==> config.mk <==
export PLATFORM = sky130hd
export DESIGN_NAME = mux16_rr_sched_flat
export DESIGN_NICKNAME = d
export VERILOG_FILES = /design/src/rtl/mux16_pkg.sv /design/src/rtl/mux16_rr_sched_if.sv /design/src/rtl/mux16.sv /design/src/rtl/rr_pick16.sv /design/src/rtl/mux16_rr_sched.sv /design/src/flat_wrapper.sv
export SDC_FILE = /design/constraint.sdc
export NUM_CORES = 1
export LEC_CHECK = 0
export CAP_MARGIN = 25
export CORE_ASPECT_RATIO = 0.8
export CORE_UTILIZATION = 30
export DETAILED_ROUTE_END_ITERATION = 16
export HOLD_SLACK_MARGIN = 0.15
export PLACE_DENSITY = 0.47
export SLEW_MARGIN = 20
export SYNTH_ARGS = -nofsm -noshare
export SYNTH_HDL_FRONTEND = slang
export SYNTH_SLANG_ARGS = --single-unit
==> constraint.sdc <==
create_clock -name clk -period 4.2 [get_ports clk]
set_clock_uncertainty 0.1 [all_clocks]
set_input_delay 0.84 -clock clk [delete_from_list [all_inputs] [get_ports clk]]
set_output_delay 0.84 -clock clk [all_outputs]
set_load 0.005 [all_outputs]
==> src/rtl/mux16_pkg.sv <==
// Shared types and helpers for the 16-source round-robin mux scheduler.
package mux16_pkg;

    localparam int N_SRC = 16;
    localparam int SEL_W = 4;

    typedef enum logic {
        IDLE = 1'b0,
        BUSY = 1'b1
    } state_t;

    function automatic logic [N_SRC-1:0] onehot16(
        input logic [SEL_W-1:0] idx
    );
        logic [N_SRC-1:0] v;
        v      = '0;
        v[idx] = 1'b1;
        return v;
    endfunction

endpackage

==> src/rtl/mux16_rr_sched_if.sv <==
// Source/consumer bundle of the scheduler: requests, data bits,
// downstream handshake and grant status.
interface mux16_rr_sched_if;
    import mux16_pkg::*;

    logic [N_SRC-1:0] req;
    logic [N_SRC-1:0] a;
    logic             out_ready;
    logic             y;
    logic             y_valid;
    logic [SEL_W-1:0] sel;
    logic [N_SRC-1:0] gnt;
    logic             busy;

    modport master (
        output req, a, out_ready,
        input  y, y_valid, sel, gnt, busy
    );

    modport slave (
        input  req, a, out_ready,
        output y, y_valid, sel, gnt, busy
    );

endinterface

==> src/rtl/mux16.sv <==
// Plain 16:1 single-bit mux.
module mux16 (
    input  logic [15:0] d,
    input  logic [3:0]  s,
    output logic        y
);

    assign y = d[s];

endmodule

==> src/rtl/rr_pick16.sv <==
// Round-robin picker: first requester after ptr, wrapping,
// with ptr itself searched last.
module rr_pick16
    import mux16_pkg::*;
(
    input  logic [N_SRC-1:0] req,
    input  logic [SEL_W-1:0] ptr,
    output logic [SEL_W-1:0] pick,
    output logic             any
);

    logic [SEL_W-1:0] idx;

    // Walk from farthest to nearest so the nearest hit wins.
    always_comb begin
        pick = ptr;
        idx  = '0;
        any  = |req;
        for (int k = N_SRC; k >= 1; k--) begin
            idx = ptr + SEL_W'(k);
            if (req[idx]) pick = idx;
        end
    end

endmodule

==> src/rtl/mux16_rr_sched.sv <==
// Round-robin scheduler sharing one 16:1 bit mux among 16
// requesters with bounded bursts per grant.
module mux16_rr_sched
    import mux16_pkg::*;
#(
    parameter int BURST_LEN = 4
) (
    input  logic              clk,
    input  logic              rst_n,
    mux16_rr_sched_if.slave   bus
);

    localparam int CNT_W =
        (BURST_LEN > 1) ? $clog2(BURST_LEN) : 1;
    localparam logic [CNT_W-1:0] CNT_MAX =
        CNT_W'(BURST_LEN - 1);

    state_t           state_q, state_d;
    logic [SEL_W-1:0] sel_q, sel_d;
    logic [SEL_W-1:0] ptr_q, ptr_d;
    logic [N_SRC-1:0] gnt_q, gnt_d;
    logic [CNT_W-1:0] cnt_q, cnt_d;

    logic [SEL_W-1:0] pick;
    logic             any;
    logic             yv;
    logic             xfer;
    logic             rel;

    rr_pick16 u_pick (
        .req  (bus.req),
        .ptr  (ptr_q),
        .pick (pick),
        .any  (any)
    );

    mux16 u_mux (
        .d (bus.a),
        .s (sel_q),
        .y (bus.y)
    );

    assign yv   = (state_q == BUSY) & bus.req[sel_q];
    assign xfer = yv & bus.out_ready;
    // Burst end and requester drop collapse into one release.
    assign rel  = ~bus.req[sel_q] |
                  (xfer & (cnt_q == CNT_MAX));

    always_comb begin
        state_d = state_q;
        sel_d   = sel_q;
        ptr_d   = ptr_q;
        gnt_d   = gnt_q;
        cnt_d   = cnt_q;
        unique case (state_q)
            IDLE: begin
                if (any) begin
                    state_d = BUSY;
                    sel_d   = pick;
                    ptr_d   = pick;
                    gnt_d   = onehot16(pick);
                    cnt_d   = '0;
                end
            end
            BUSY: begin
                if (rel) begin
                    cnt_d = '0;
                    if (any) begin
                        sel_d = pick;
                        ptr_d = pick;
                        gnt_d = onehot16(pick);
                    end else begin
                        state_d = IDLE;
                        gnt_d   = '0;
                    end
                end else if (xfer) begin
                    cnt_d = cnt_q + 1'b1;
                end
            end
            default: begin
                state_d = IDLE;
                gnt_d   = '0;
            end
        endcase
    end

    always_ff @(posedge clk) begin
        if (!rst_n) begin
            state_q <= IDLE;
            sel_q   <= '0;
            ptr_q   <= SEL_W'(N_SRC - 1);
            gnt_q   <= '0;
            cnt_q   <= '0;
        end else begin
            state_q <= state_d;
            sel_q   <= sel_d;
            ptr_q   <= ptr_d;
            gnt_q   <= gnt_d;
            cnt_q   <= cnt_d;
        end
    end

    assign bus.y_valid = yv;
    assign bus.sel     = sel_q;
    assign bus.gnt     = gnt_q;
    assign bus.busy    = (state_q == BUSY);

endmodule
==> src/flat_wrapper.sv <==
// flat-port wrapper written by rule: the top's interface ports become plain ports
module mux16_rr_sched_flat import mux16_pkg::*;
#(
    parameter int BURST_LEN = 4
)
  (clk, rst_n, bus_req, bus_a, bus_out_ready, bus_y, bus_y_valid, bus_sel, bus_gnt, bus_busy);
  mux16_rr_sched_if bus_i ();
  input  logic clk;
  input  logic rst_n;
  input wire logic [$bits(bus_i.req)-1:0] bus_req;
  input wire logic [$bits(bus_i.a)-1:0] bus_a;
  input wire logic [$bits(bus_i.out_ready)-1:0] bus_out_ready;
  output wire logic [$bits(bus_i.y)-1:0] bus_y;
  output wire logic [$bits(bus_i.y_valid)-1:0] bus_y_valid;
  output wire logic [$bits(bus_i.sel)-1:0] bus_sel;
  output wire logic [$bits(bus_i.gnt)-1:0] bus_gnt;
  output wire logic [$bits(bus_i.busy)-1:0] bus_busy;
  assign bus_i.req = bus_req;
  assign bus_i.a = bus_a;
  assign bus_i.out_ready = bus_out_ready;
  assign bus_y = bus_i.y;
  assign bus_y_valid = bus_i.y_valid;
  assign bus_sel = bus_i.sel;
  assign bus_gnt = bus_i.gnt;
  assign bus_busy = bus_i.busy;
  mux16_rr_sched #(.BURST_LEN(BURST_LEN)) u_core (.clk(clk), .rst_n(rst_n), .bus(bus_i));
endmodule
---- After elaboration in Yosys (flattened, before gate mapping) ----
Cells that the tools add are included.
word-level totals
  register bits ........................... 27
  input port bits ......................... 35
  output and inout bits ................... 23
  word-level logic and storage cells ...... 121
operators by class
  add/sub/neg operators ................... 16
  $lt $le $gt $ge ......................... 18
  equal/unequal tests ..................... 4
  mux-type cells .......................... 68
  bitwise gates (word level) .............. 6
  reduce and logical (&&, ||, !) cells .... 4
operator list
  operator             count
  $lt 4x5->1 const B   17
  $mux 4               19
  $bmux 1 s4           17
  $mux 16              3
  $add 4x4->4 const B  8
  $pmux 16 s2          1
  $mux 1               20
  $add 4x3->4 const B  4
  $pmux 4 s2           2
  $reduce_or 16->1     1
  $add 4x2->4 const B  2
  $mux 2               3
  $add 4x1->4 const B  1
  $demux 1 s4          1
  $ge 4x1->1 const B   1
  $pmux 2 s2           1
  $reduce_and 2->1     2
  $and 1x1->1          3
  $ne 3x3->1 const B   1
  $add 2x1->2 const B  1
  $eq 2x2->1 const B   1
  $ne 2x1->1 const B   1
  $ne 2x2->1 const B   1
  $not 1->1            2
  3 further kinds      3

---- Longest topological paths before layout ----
  word-level depth ........................ 25
  gate-level depth with buffers ........... 16
  mapped depth without buffers ............ 11

---- Cells and area by module ----
A second synthesis with hierarchy kept.
second synthesis, totals
  cell total of the unflattened synthesis .. 342
  area, all modules ....................... 3354.5 sq um
modules (own cells, without submodules)
  module          times used  cells an instance  area an instance (sq um)  sequential area each (sq um)
  rr_pick16       1           202                1889.3                    0.0
  mux16_rr_sched  1           133                1330.0                    540.5
  mux16           1           7                  135.1                     0.0

---- Worst setup path after synthesis ----
OpenSTA, ideal clock, no wires.
  path kind ............................... register to register
  from .................................... reg u_core.ptr_q[1]
  to ...................................... reg u_core.gnt_q[3] (netlist: u_core.bus.gnt[3])
  library setup time ...................... 0.067 ns
  data arrival time ....................... 3.675 ns
  required time ........................... 4.033 ns
  path slack .............................. 0.358 ns
  stages on the path, launching flop included .. 15
  path buffers ............................ 3
  period minus slack after synthesis ...... 3.842 ns
  cell sequence ........................... dfxtp_1 > buf_2 > buf_2 > inv_1 > ha_1 > buf_6 > mux4_2 > mux2i_1 > mux2_2 > nand3_1 > o21bai_1 > a31oi_2 > xnor2_2 > or3b_4 > o21ai_2
on the way
  word-level cells in the longest chain between the ends .. 25
  elaborated cells between the ends (all ways) .. 69
  classes of those cells .................. add/sub: 15; order compare: 2; mux: 51; reduce/logical: 1
RTL lines
  element                                                                RTL line              source
  start: declaration                                                     mux16_rr_sched.sv:20  logic [SEL_W-1:0] ptr_q, ptr_d;
  start signal: assignment                                               mux16_rr_sched.sv:91  ptr_q <= SEL_W'(N_SRC - 1);
  start signal: assignment                                               mux16_rr_sched.sv:97  ptr_q <= ptr_d;
  $add 4x4->4                                                            rr_pick16.sv:20       idx = ptr + SEL_W'(k);
  $bmux 1 s4                                                             rr_pick16.sv:21       if (req[idx]) pick = idx;
  $mux 1 (implied by the code)                                           rr_pick16.sv:21
  $mux 4 (14 in a row)                                                   rr_pick16.sv:21
  $mux 4 (*)                                                             rr_pick16.sv:21
  $lt 4x5->1 (implied by the code) / $ge 4x1->1 (equally long branches)  mux16_pkg.sv:17       v[idx] = 1'b1;
  $logic_and 1x1->1 (implied by the code)                                mux16_pkg.sv:17
  $mux 1 (implied by the code)                                           mux16_pkg.sv:17
  $demux 1 s4 (*)                                                        n/a
  $mux 16                                                                mux16_rr_sched.sv:68  if (any) begin
  $mux 16                                                                mux16_rr_sched.sv:66  if (rel) begin
  $pmux 16 s2 (*)                                                        mux16_rr_sched.sv:55  unique case (state_q)
  end signal: assignment                                                 mux16_rr_sched.sv:98  gnt_q <= gnt_d;
  end: declaration                                                       mux16_rr_sched.sv:21  logic [N_SRC-1:0] gnt_q, gnt_d;
Every way passes the cells marked *; elsewhere a longest branch is shown, timed or not. The select of a mux whose other input is x is not followed.
A chain may end at the register's enable or synchronous reset.

---- Final worst setup path ----
  from .................................... in bus_req[10]
  to ...................................... out bus_y_valid
on the way
  word-level cells in the longest chain between the ends .. 3
RTL lines
  element                       RTL line              source
  start: declaration            flat_wrapper.sv:10    input wire logic [$bits(bus_i.req)-1:0] bus_req;
  $bmux 1 s4                    mux16_rr_sched.sv:43  assign yv = (state_q == BUSY) & bus.req[sel_q];
  $mux 1 (implied by the code)  mux16_rr_sched.sv:43
  $and 1x1->1                   mux16_rr_sched.sv:43
  end: declaration              flat_wrapper.sv:14    output wire logic [$bits(bus_i.y_valid)-1:0] bus_y_valid;
No other way between the ends. The select of a mux whose other input is x is not followed.

==> flow_metrics.tcl <==
set metrics [dict create \
    grt_max_degree 27 \
    endpoint_kind "output port" \
    hpwl_mm 8.21 \
    synth_warnings 0 \
    slowest_stage "clkdlybuf4s50_1" \
    min_to "u_core.bus.gnt[9]" \
    detail_route.wl_per_cell_um 19.0 \
    cts_sinks 27 \
    clk_latency_ns 0.27 \
    dieHeight_um 95.4 \
    period_share 0.957 \
    ant_nets 0 \
    hold_viol_final 0 \
    seq_area_um2 541 \
    worstPathRequired_ns 3.26 \
    dieArea_um2 11300 \
    ys_seq_area_frac 0.165 \
    max-slew-margin-rel 0.505 \
    synth-edff-count 0 \
    nFillCells 1027 \
    antenna_found_initial 0 \
    reg2reg_depth 11 \
    die_width_um 119 \
    ctsRootBufferMaster "clkbuf_16" \
    grtUsageTotal 0.185 \
    multi_input_area_um2 2590 \
    synthArstFlopShare 0 \
    cts.repair.resized 0 \
    drtIter0Drc 192 \
    hold_path_class "reg -> reg" \
    rows 33 \
    r2r-end "u_core.bus.gnt[5]" \
    cts_buffers 3 \
    worstPathCellList "clkdlybuf4s50_1 > mux4_2 > mux4_2 > nand2_1 > inv_1 > clkdlybuf4s50_1" \
    area_growth_pct 27.1 \
    fmax_ghz 0.249 \
    grt-ovfl-total 0 \
    antenna_cells 0 \
    dr.pass1.iters 5 \
    r2r-start "u_core.ptr_q[0]" \
    final_layout_size_suffix_gt1_frac 0.201 \
    routed_wl_mm 10.4 \
    path_class "in -> out" \
    gp_congestion 0.836 \
    worstPathArrival_ns 3.08 \
    grt_pass1_wl_mm 16.4 \
    avgSynthCellArea_um2 9.57 \
    ys_seq_elements 27 \
    synthCells 342 \
    ys.flop_type "dfxtp_1" \
    grt_pass1_vias 2991 \
    clk_pin_slew_ns 0.07 \
    netlist_top_cells_count "42 x nand2_1, 29 x mux4_2, 27 x dfxtp_1, 21 x mux2i_1" \
    cts-htree-levels 1 \
    core_um2 10400 \
    dr_total_vias 3182 \
    syn-num-nets 385 \
    cp_max_fo 7 \
    min_path_cells 2 \
    via_per_inst 5.82 \
    synthTopCellsByArea "mux4_2 20%, dfxtp_1 17%, mux2i_1 6.4%" \
    fin_setup_tns_ns 0 \
    worstHoldStart "u_core.bus.gnt[9]" \
    ctsHoldBuffers 0 \
    setup_viol 0 \
    drc 0 \
    finalMaxSlewViolations 0 \
    cts_setup_buffers 0 \
    worstMarginPinSlew_ns 0.740 \
    outcome "complete, no violations" \
    syn_area_um2 3270 \
    final_nets 451 \
    io_buffers 57 \
    start_util 0.313 \
    synth_top_area_share 0.199 \
    synth_cell_types 66 \
    yosysTopAreaCell "mux4_2" \
    yosysMostFrequentCell "nand2_1" \
    r2r_slack_ns 0.47 \
    drv_cap 0 \
    clockBufferDepth 2 \
    finalCriticalPeriod_ns 4.02 \
    io_pins 58 \
    rsz0062_at_grt "no" \
    cts_tree "done" \
    max_stage_delay_ns 0.55 \
    cp-start-kind "primary input" \
]
## cells in the final DEF (no fill, tap or decap), types with 4 or more instances in the layout
| cell | n |
|---|---|
| nor4_1 | 6 |
| o21ai_2 | 4 |
| mux2_2 | 13 |
| nand2_1 | 42 |
| nor2_1 | 18 |
| xor2_1 | 5 |
| o21ai_1 | 6 |
| a31oi_1 | 4 |
| a21boi_0 | 6 |
| dfxtp_1 | 27 |
| clkdlybuf4s50_1 | 57 |
| buf_4 | 22 |
| mux4_2 | 29 |
| nand3_1 | 8 |
| nand3b_1 | 4 |
| o211ai_1 | 9 |
| ha_1 | 8 |
| o21ai_0 | 18 |
| xnor2_1 | 6 |
| inv_1 | 9 |
| a21oi_1 | 12 |
| mux2i_1 | 21 |
| mux4_1 | 6 |
## cell type report
| type | instances | share of cell area |
|---|---|---|
| repair buffers | 79 | 0.177 |
| flip-flops and latches | 27 | 0.130 |
| clock buffers | 3 | 0.0180 |
| clock inverters | 1 | 0.00210 |
| well taps | 140 | 0.0421 |
| inverters | 11 | 0.00992 |
| multi-input cells | 286 | 0.621 |
## critical path, delay by kind of cell
kind | cells | cell delay (ns)
buffers and inverters | 3 | 1.08
muxes | 2 | 1.02
and+or+nand+nor | 1 | 0.14
## how the worst max path moves through the flow
stage,startpoint,to,slack (ns),cells after the start
floorplan,u_core.ptr_q[1],u_core.bus.gnt[3],0.36,14
global placement,bus_req[7],u_core.bus.gnt[12],0.09,9
detailed placement,bus_req[7],u_core.bus.gnt[12],0.06,9
CTS,bus_req[10],bus_y_valid,0.19,6
global route,bus_req[15],u_core.bus.gnt[14],0.03,10
finish,bus_req[10],bus_y_valid,0.18,6
## layer usage
| metal | share of wire | vias to the layer above | routed length [µm] | GRT usage |
|---|---|---|---|---|
| met5 | 0 | - | 0 | 0 |
| met4 | 0.0095 | 0 | 99 | 0.0285 |
| met3 | 0.082 | 8 | 853 | 0.0323 |
| met2 | 0.44 | 153 | 4570 | 0.293 |
| met1 | 0.47 | 1538 | 4850 | 0.266 |
| li1 | - | 1483 | - | - |
## cell families (layout without fill, tap and decap cells)
group                      Yosys count  count (layout)  synth area share
AOI/OAI and AO/OA                   97              97             0.209
xor gates and xnor gates            13              13            0.0394
adders and majority gates            8               8            0.0306
buffers and inverters               29              94            0.0451
DFF                                 27              27             0.165
muxes                               72              72             0.372
and+or+nand+nor                     96              96             0.139
## flip-flops by register name, summed over array words and instances, names as in the netlist
name	flops
u_core.bus.busy	1
u_core.cnt_q	2
u_core.ptr_q	4
u_core.bus.sel	4
u_core.bus.gnt	16
## stage by stage
step           setup WS (ns)  cell area [µm²]  std cells  hold slack, ns  utilization
5_1_grt               0.0301             4160        547           0.376        0.398
2_1_floorplan          0.358             3270        342           0.344            -
4_1_cts                0.191             4160        547           0.356        0.398
6_report               0.179             4160        547           0.355        0.398
3_5_place_dp          0.0636             4080        543           0.345        0.390
3_3_place_gp          0.0944             4080        543           0.343        0.390
Power is left out: the tool's default activity adds up to more than one toggle a clock period on the data nets, which glitch-free logic cannot reach.
==> patch 1: new RTL, same settings <==
`BURST_LEN` is set to 4 in 2 places; all go to 8.
--- a/src/rtl/mux16_rr_sched.sv
+++ b/src/rtl/mux16_rr_sched.sv
@@ -3,7 +3,7 @@
 module mux16_rr_sched
     import mux16_pkg::*;
 #(
-    parameter int BURST_LEN = 4
+    parameter int BURST_LEN = 8
 ) (
     input  logic              clk,
     input  logic              rst_n,
--- a/src/flat_wrapper.sv
+++ b/src/flat_wrapper.sv
@@ -1,7 +1,7 @@
 // flat-port wrapper written by rule: the top's interface ports become plain ports
 module mux16_rr_sched_flat import mux16_pkg::*;
 #(
-    parameter int BURST_LEN = 4
+    parameter int BURST_LEN = 8
 )
   (clk, rst_n, bus_req, bus_a, bus_out_ready, bus_y, bus_y_valid, bus_sel, bus_gnt, bus_busy);
   mux16_rr_sched_if bus_i ();
Behaviour: not the same (a bounded check fails within 10 cycles, from zero or initial values and one cycle with rst_n low).
==> patch 1 against the original RTL <==
Design area grew 13%. Synthesized area grew 14%. Sequential cell count grew 1. First-iteration DRC count grew 10%. Worst setup slack lost 0.048 ns. Wire length grew 15%. Die area grew 13%.
Power is not shown: default switching activity piles up to over one toggle a cycle in this logic, so the estimate is an artifact.
==> patch 1: results (changes against the original RTL) <==
met1 wire length 5968 um (+23%); top post-synthesis cells by area sky130_fd_sc_hd__mux4_2 (22%), sky130_fd_sc_hd__dfxtp_1 (15%), sky130_fd_sc_hd__mux2i_1 (6.5%), sky130_fd_sc_hd__nand2_1 (4.9%), sky130_fd_sc_hd__nor2_1 (3.5%); max reg flops 16 (unchanged); post-CTS setup repair buffer count 0 (unchanged); number of gates given a new drive strength after cts 0 (unchanged); DR top layer met4; Slowest Stage Delay on Critical Path 0.51 ns (-0.04 ns); Seq/Total Area, Yosys 15.07% (-1.4 points); final net count 520 (+15%); launching element of the worst setup path bus_req[4]; drt via density 5.825 (+0.13%); global routing met1 resource utilization 27.73% (+1.1 points); Iteration-0 DRC Markers 212 (+10%); instance count after placement with tap cells included 618 (+14%); number of clock buffers inserted by TritonCTS 3 (unchanged); maximum fanout along the worst path 7 (unchanged); wire length of the first global-routing pass 19,090 um (+16%); outcome completed; clock slew at the register clock pins of the worst setup and hold paths 0.06 ns; maximum number of pins on one net before global-route repair 31 (+15%); busiest metal layer after global routing met2; reg-to-reg setup timing slack 0.34 ns (-0.13 ns); met3 capacity usage during global routing 3.170% (-0.060 points); met2 wire length 5100 um (+12%); most used flip-flop cell after synthesis sky130_fd_sc_hd__dfxtp_1; Critical-path top delay cell sky130_fd_sc_hd__clkdlybuf4s50_1; estimated wirelength of the detail-placed design 9440 um (+15%); clk buf depth 2 (unchanged); root buffer cell sky130_fd_sc_hd__clkbuf_16; global-route track usage on met2 29.45% (+0.11 points); mean post-synth cell area 9.250 um2 (-3.4%); commonest cells in the netlist sky130_fd_sc_hd__nand2_1 (49), sky130_fd_sc_hd__mux4_2 (36), sky130_fd_sc_hd__nor2_1 (35); slew of the pin with the lowest slew margin 0.8083 ns (+0.06788 ns); net count after synthesis 446 (+16%); Vias 3,623 (+14%); number of different library cells in the post-synthesis netlist 72 (+9.1%); Initial DRT Pass Iterations 5 (unchanged); launch point of the worst hold path u_core.bus.gnt[0]; number of global-route vias before repair 3,503 (+17%); gpl congestion 0.8970 (+7.3%); worst slack on hold paths 0.3466 ns (-0.008858 ns); fraction of final layout cells sized beyond drive strength 1 21.73% (+1.6 points); number of cells on the worst reg-to-reg path 12 (+1); total length of routed met3 wires 673 um (-21%); cell family with the largest share of critical-path delay buffers and inverters; routed wire length 11,900 um (+15%); end point of the most critical hold path u_core.bus.gnt[0]; total global-route track usage 18.88% (+0.38 points); Worst R2R End u_core.bus.gnt[5]
patch 1: changes by cell type after synthesis, moves of 6 or more:
cell / delta
sky130_fd_sc_hd__a22o_1: +8
sky130_fd_sc_hd__o21ai_0: -8
sky130_fd_sc_hd__a211oi_1: +8
sky130_fd_sc_hd__a21oi_1: +6
sky130_fd_sc_hd__nor2_1: +17
sky130_fd_sc_hd__mux4_2: +7
sky130_fd_sc_hd__nand2_1: +7
patch 1: layout make-up:
class	instances	area, um2
inverter	9	33.78
tap	148	185.2
fill	1169	7097
timing repair buffer	94	848.3
sequential	28	560.5
clock buffer	3	75.07
multi-input combinational	340	2980
patch 1: stage by stage:
step | setup WS [ns] | TNS, ns | instance area, um2
2_1_floorplan | 0.06623 | 0 | 3719
3_3_place_gp | -0.03831 | -0.08409 | 4601
3_5_place_dp | -0.06976 | -0.4575 | 4601
4_1_cts | 0.1060 | 0 | 4676
5_1_grt | 0.006191 | 0 | 4683
6_report | 0.1304 | 0 | 4683
patch 1: how the worst max path moves through the flow:
stage,to,slack (ns),cells after the start
finish,bus_y_valid,0.13,7
detailed placement,u_core.bus.gnt[5],-0.07,10
global placement,u_core.bus.gnt[14],-0.04,11
CTS,bus_y_valid,0.11,7
floorplan,u_core.bus.gnt[14],0.07,16
global route,u_core.bus.gnt[5],0.006,10
patch 1: kinds of logic (layout without fill, tap and decap cells):
logic type | after synthesis | in the layout | share of synthesized area (%)
XOR/XNOR | 13 | 13 | 3.264
AO/OA/AOI/OAI | 105 | 105 | 20.56
buffers and inverters | 34 | 106 | 4.778
AND/OR/NAND/NOR | 137 | 137 | 18.78
flip-flops | 28 | 28 | 15.07
multiplexers | 76 | 76 | 34.52
adder cells (fa/ha/maj) | 9 | 9 | 3.028
==> patch 2: new RTL, same settings <==
Without the edit above. Reset style: asynchronous (`rst_n`), changed in one clocked block.
--- a/src/rtl/mux16_rr_sched.sv
+++ b/src/rtl/mux16_rr_sched.sv
@@ -84,7 +84,7 @@
         endcase
     end
 
-    always_ff @(posedge clk) begin
+    always_ff @(posedge clk or negedge rst_n) begin
         if (!rst_n) begin
             state_q <= IDLE;
             sel_q   <= '0;
Function: differs if rst_n is asserted again (counterexample within 4 cycles, from zero or initial values and one cycle with rst_n low); with rst_n held inactive, the same outputs for 4 cycles.
==> patch 2 against the original RTL <==
Worst setup slack got worse by 0.11 ns. Sequential cell count unchanged. Wire length increased by 20%. Synthesized area increased by 15%. Synthesized cell count increased by 14%. Design area increased by 19%. Hold slack improved by 0.021 ns. Largest cell class unchanged.
Power is left out: the tool's default activity adds up to more than one toggle a clock period on the data nets, which glitch-free logic cannot reach.
==> patch 2: results (changes against the original RTL) <==
Slowest Stage Delay on Critical Path 0.52 ns (-0.03 ns); Post-synth ARST share 100.0% (+100 points); final hold vios 0 (unchanged); initial antenna violation count 0 (unchanged); maximum fanout along the worst path 6 (-1); clk buf depth 2 (unchanged); met2 wire length 5605 um (+23%); Vias 3,712 (+17%); number of different library cells in the post-synthesis netlist 70 (+6.1%); wire length of the first global-routing pass 19,690 um (+20%); clock slew at the register clock pins of the worst setup and hold paths 0.06 ns; instance count after placement with tap cells included 661 (+22%); root buffer cell sky130_fd_sc_hd__clkbuf_16; H-tree Lvls 1 (unchanged); max reg flops 16 (unchanged); Final TNS setup 0 ns (unchanged); IO Port Bufs 57 (unchanged); final net count 539 (+20%); estimated wirelength of the detail-placed design 10,060 um (+22%); fraction of final layout cells sized beyond drive strength 1 28.28% (+8.1 points); count of antenna diodes in the layout 0 (unchanged); number of global-route vias before repair 3,476 (+16%); detailed-route wire length per cell 18.70 um (-1.4%); global-route track usage on met2 31.53% (+2.2 points); Critical-path top delay cell sky130_fd_sc_hd__clkdlybuf4s50_1; Iteration-0 DRC Markers 239 (+24%); slew of the pin with the lowest slew margin 0.6376 ns (-0.1028 ns); class of the tightest hold or removal check reg2reg; met1 wire length 5948 um (+23%); total length of routed met3 wires 747 um (-12%); global routing met1 resource utilization 29.20% (+2.6 points); outcome completed; drt via density 5.574 (-4.2%); number of clock buffers inserted by TritonCTS 3 (unchanged); remaining global-route overflow 0 (unchanged); DR top layer met4; clock latency on the worst-skew pair 0.26 ns; Initial DRT Pass Iterations 4 (-1); pre-CTS setup slack -0.1635 ns (-0.2271 ns); top post-synthesis cells by area sky130_fd_sc_hd__dfrtp_1 (15%), sky130_fd_sc_hd__mux4_2 (15%), sky130_fd_sc_hd__mux4_1 (7.0%), sky130_fd_sc_hd__mux2i_1 (6.6%), sky130_fd_sc_hd__nand2_1 (5.0%); net count after synthesis 434 (+13%); Synth Instances 391 (+14%); commonest cells in the netlist sky130_fd_sc_hd__nand2_1 (50), sky130_fd_sc_hd__mux2i_1 (25), sky130_fd_sc_hd__mux4_2 (25); maximum number of pins on one net before global-route repair 29 (+7.4%); gpl congestion 0.9059 (+8.4%); arrival time of data at the critical path endpoint 3.20 ns (+0.12 ns); Seq/Total Area, Yosys 18.09% (+1.6 points); total global-route track usage 19.75% (+1.3 points); Yosys warnings 0 (unchanged); met3 capacity usage during global routing 2.304% (-0.93 points)
-- patch 2: logic make-up after synthesis --
family,Yosys count,synth area share [%]
AO/OA/AOI/OAI,100,18.68
adder cells (fa/ha/maj),8,2.660
XOR/XNOR,17,4.355
flip-flops,27,18.09
multiplexers,77,34.04
AND/OR/NAND/NOR,127,16.62
buffers and inverters,35,5.552
-- patch 2: final timing paths --
check                                  start                end  slack [ns]  cells after the start
max in group asynchronous              rst_n    u_core.ptr_q[1]        2.85                      2
setup / recovery                  bus_req[9]        bus_y_valid        0.06                      6
hold reg to reg            u_core.bus.gnt[6]  u_core.bus.gnt[6]        0.38                      2
setup reg to reg             u_core.ptr_q[1]  u_core.bus.gnt[8]        0.28                     13
min in group asynchronous              rst_n  u_core.bus.gnt[6]        0.85                      2
hold / removal             u_core.bus.gnt[6]  u_core.bus.gnt[6]        0.38                      2
-- patch 2: critical path, delay by kind of cell --
kind / cells / cell delay (ns)
muxes: 2 / 0.98
buffers and inverters: 3 / 1.17
and+or+nand+nor: 1 / 0.21
-- patch 2: final cells by class --
cell class | instances | area, um2
sequential | 27 | 680.7
timing repair buffer | 119 | 1041
clock buffer | 4 | 78.83
multi-input combinational | 329 | 2898
tap | 171 | 214.0
inverter | 16 | 60.06
fill | 1217 | 7234
-- patch 2: through the flow --
stage / hold slack [ns] / area [um2]
3_5_place_dp: 0.3684 / 4857
4_1_cts: 0.3823 / 4936
2_1_floorplan: 0.3538 / 3764
6_report: 0.3762 / 4972
5_1_grt: 0.4083 / 4972
3_3_place_gp: 0.3647 / 4857
-- patch 2: what timing repair did --
item	in CTS	in global routing
gates resized for setup	0	11
setup endpoints to repair	0	20
buffers inserted	0	1
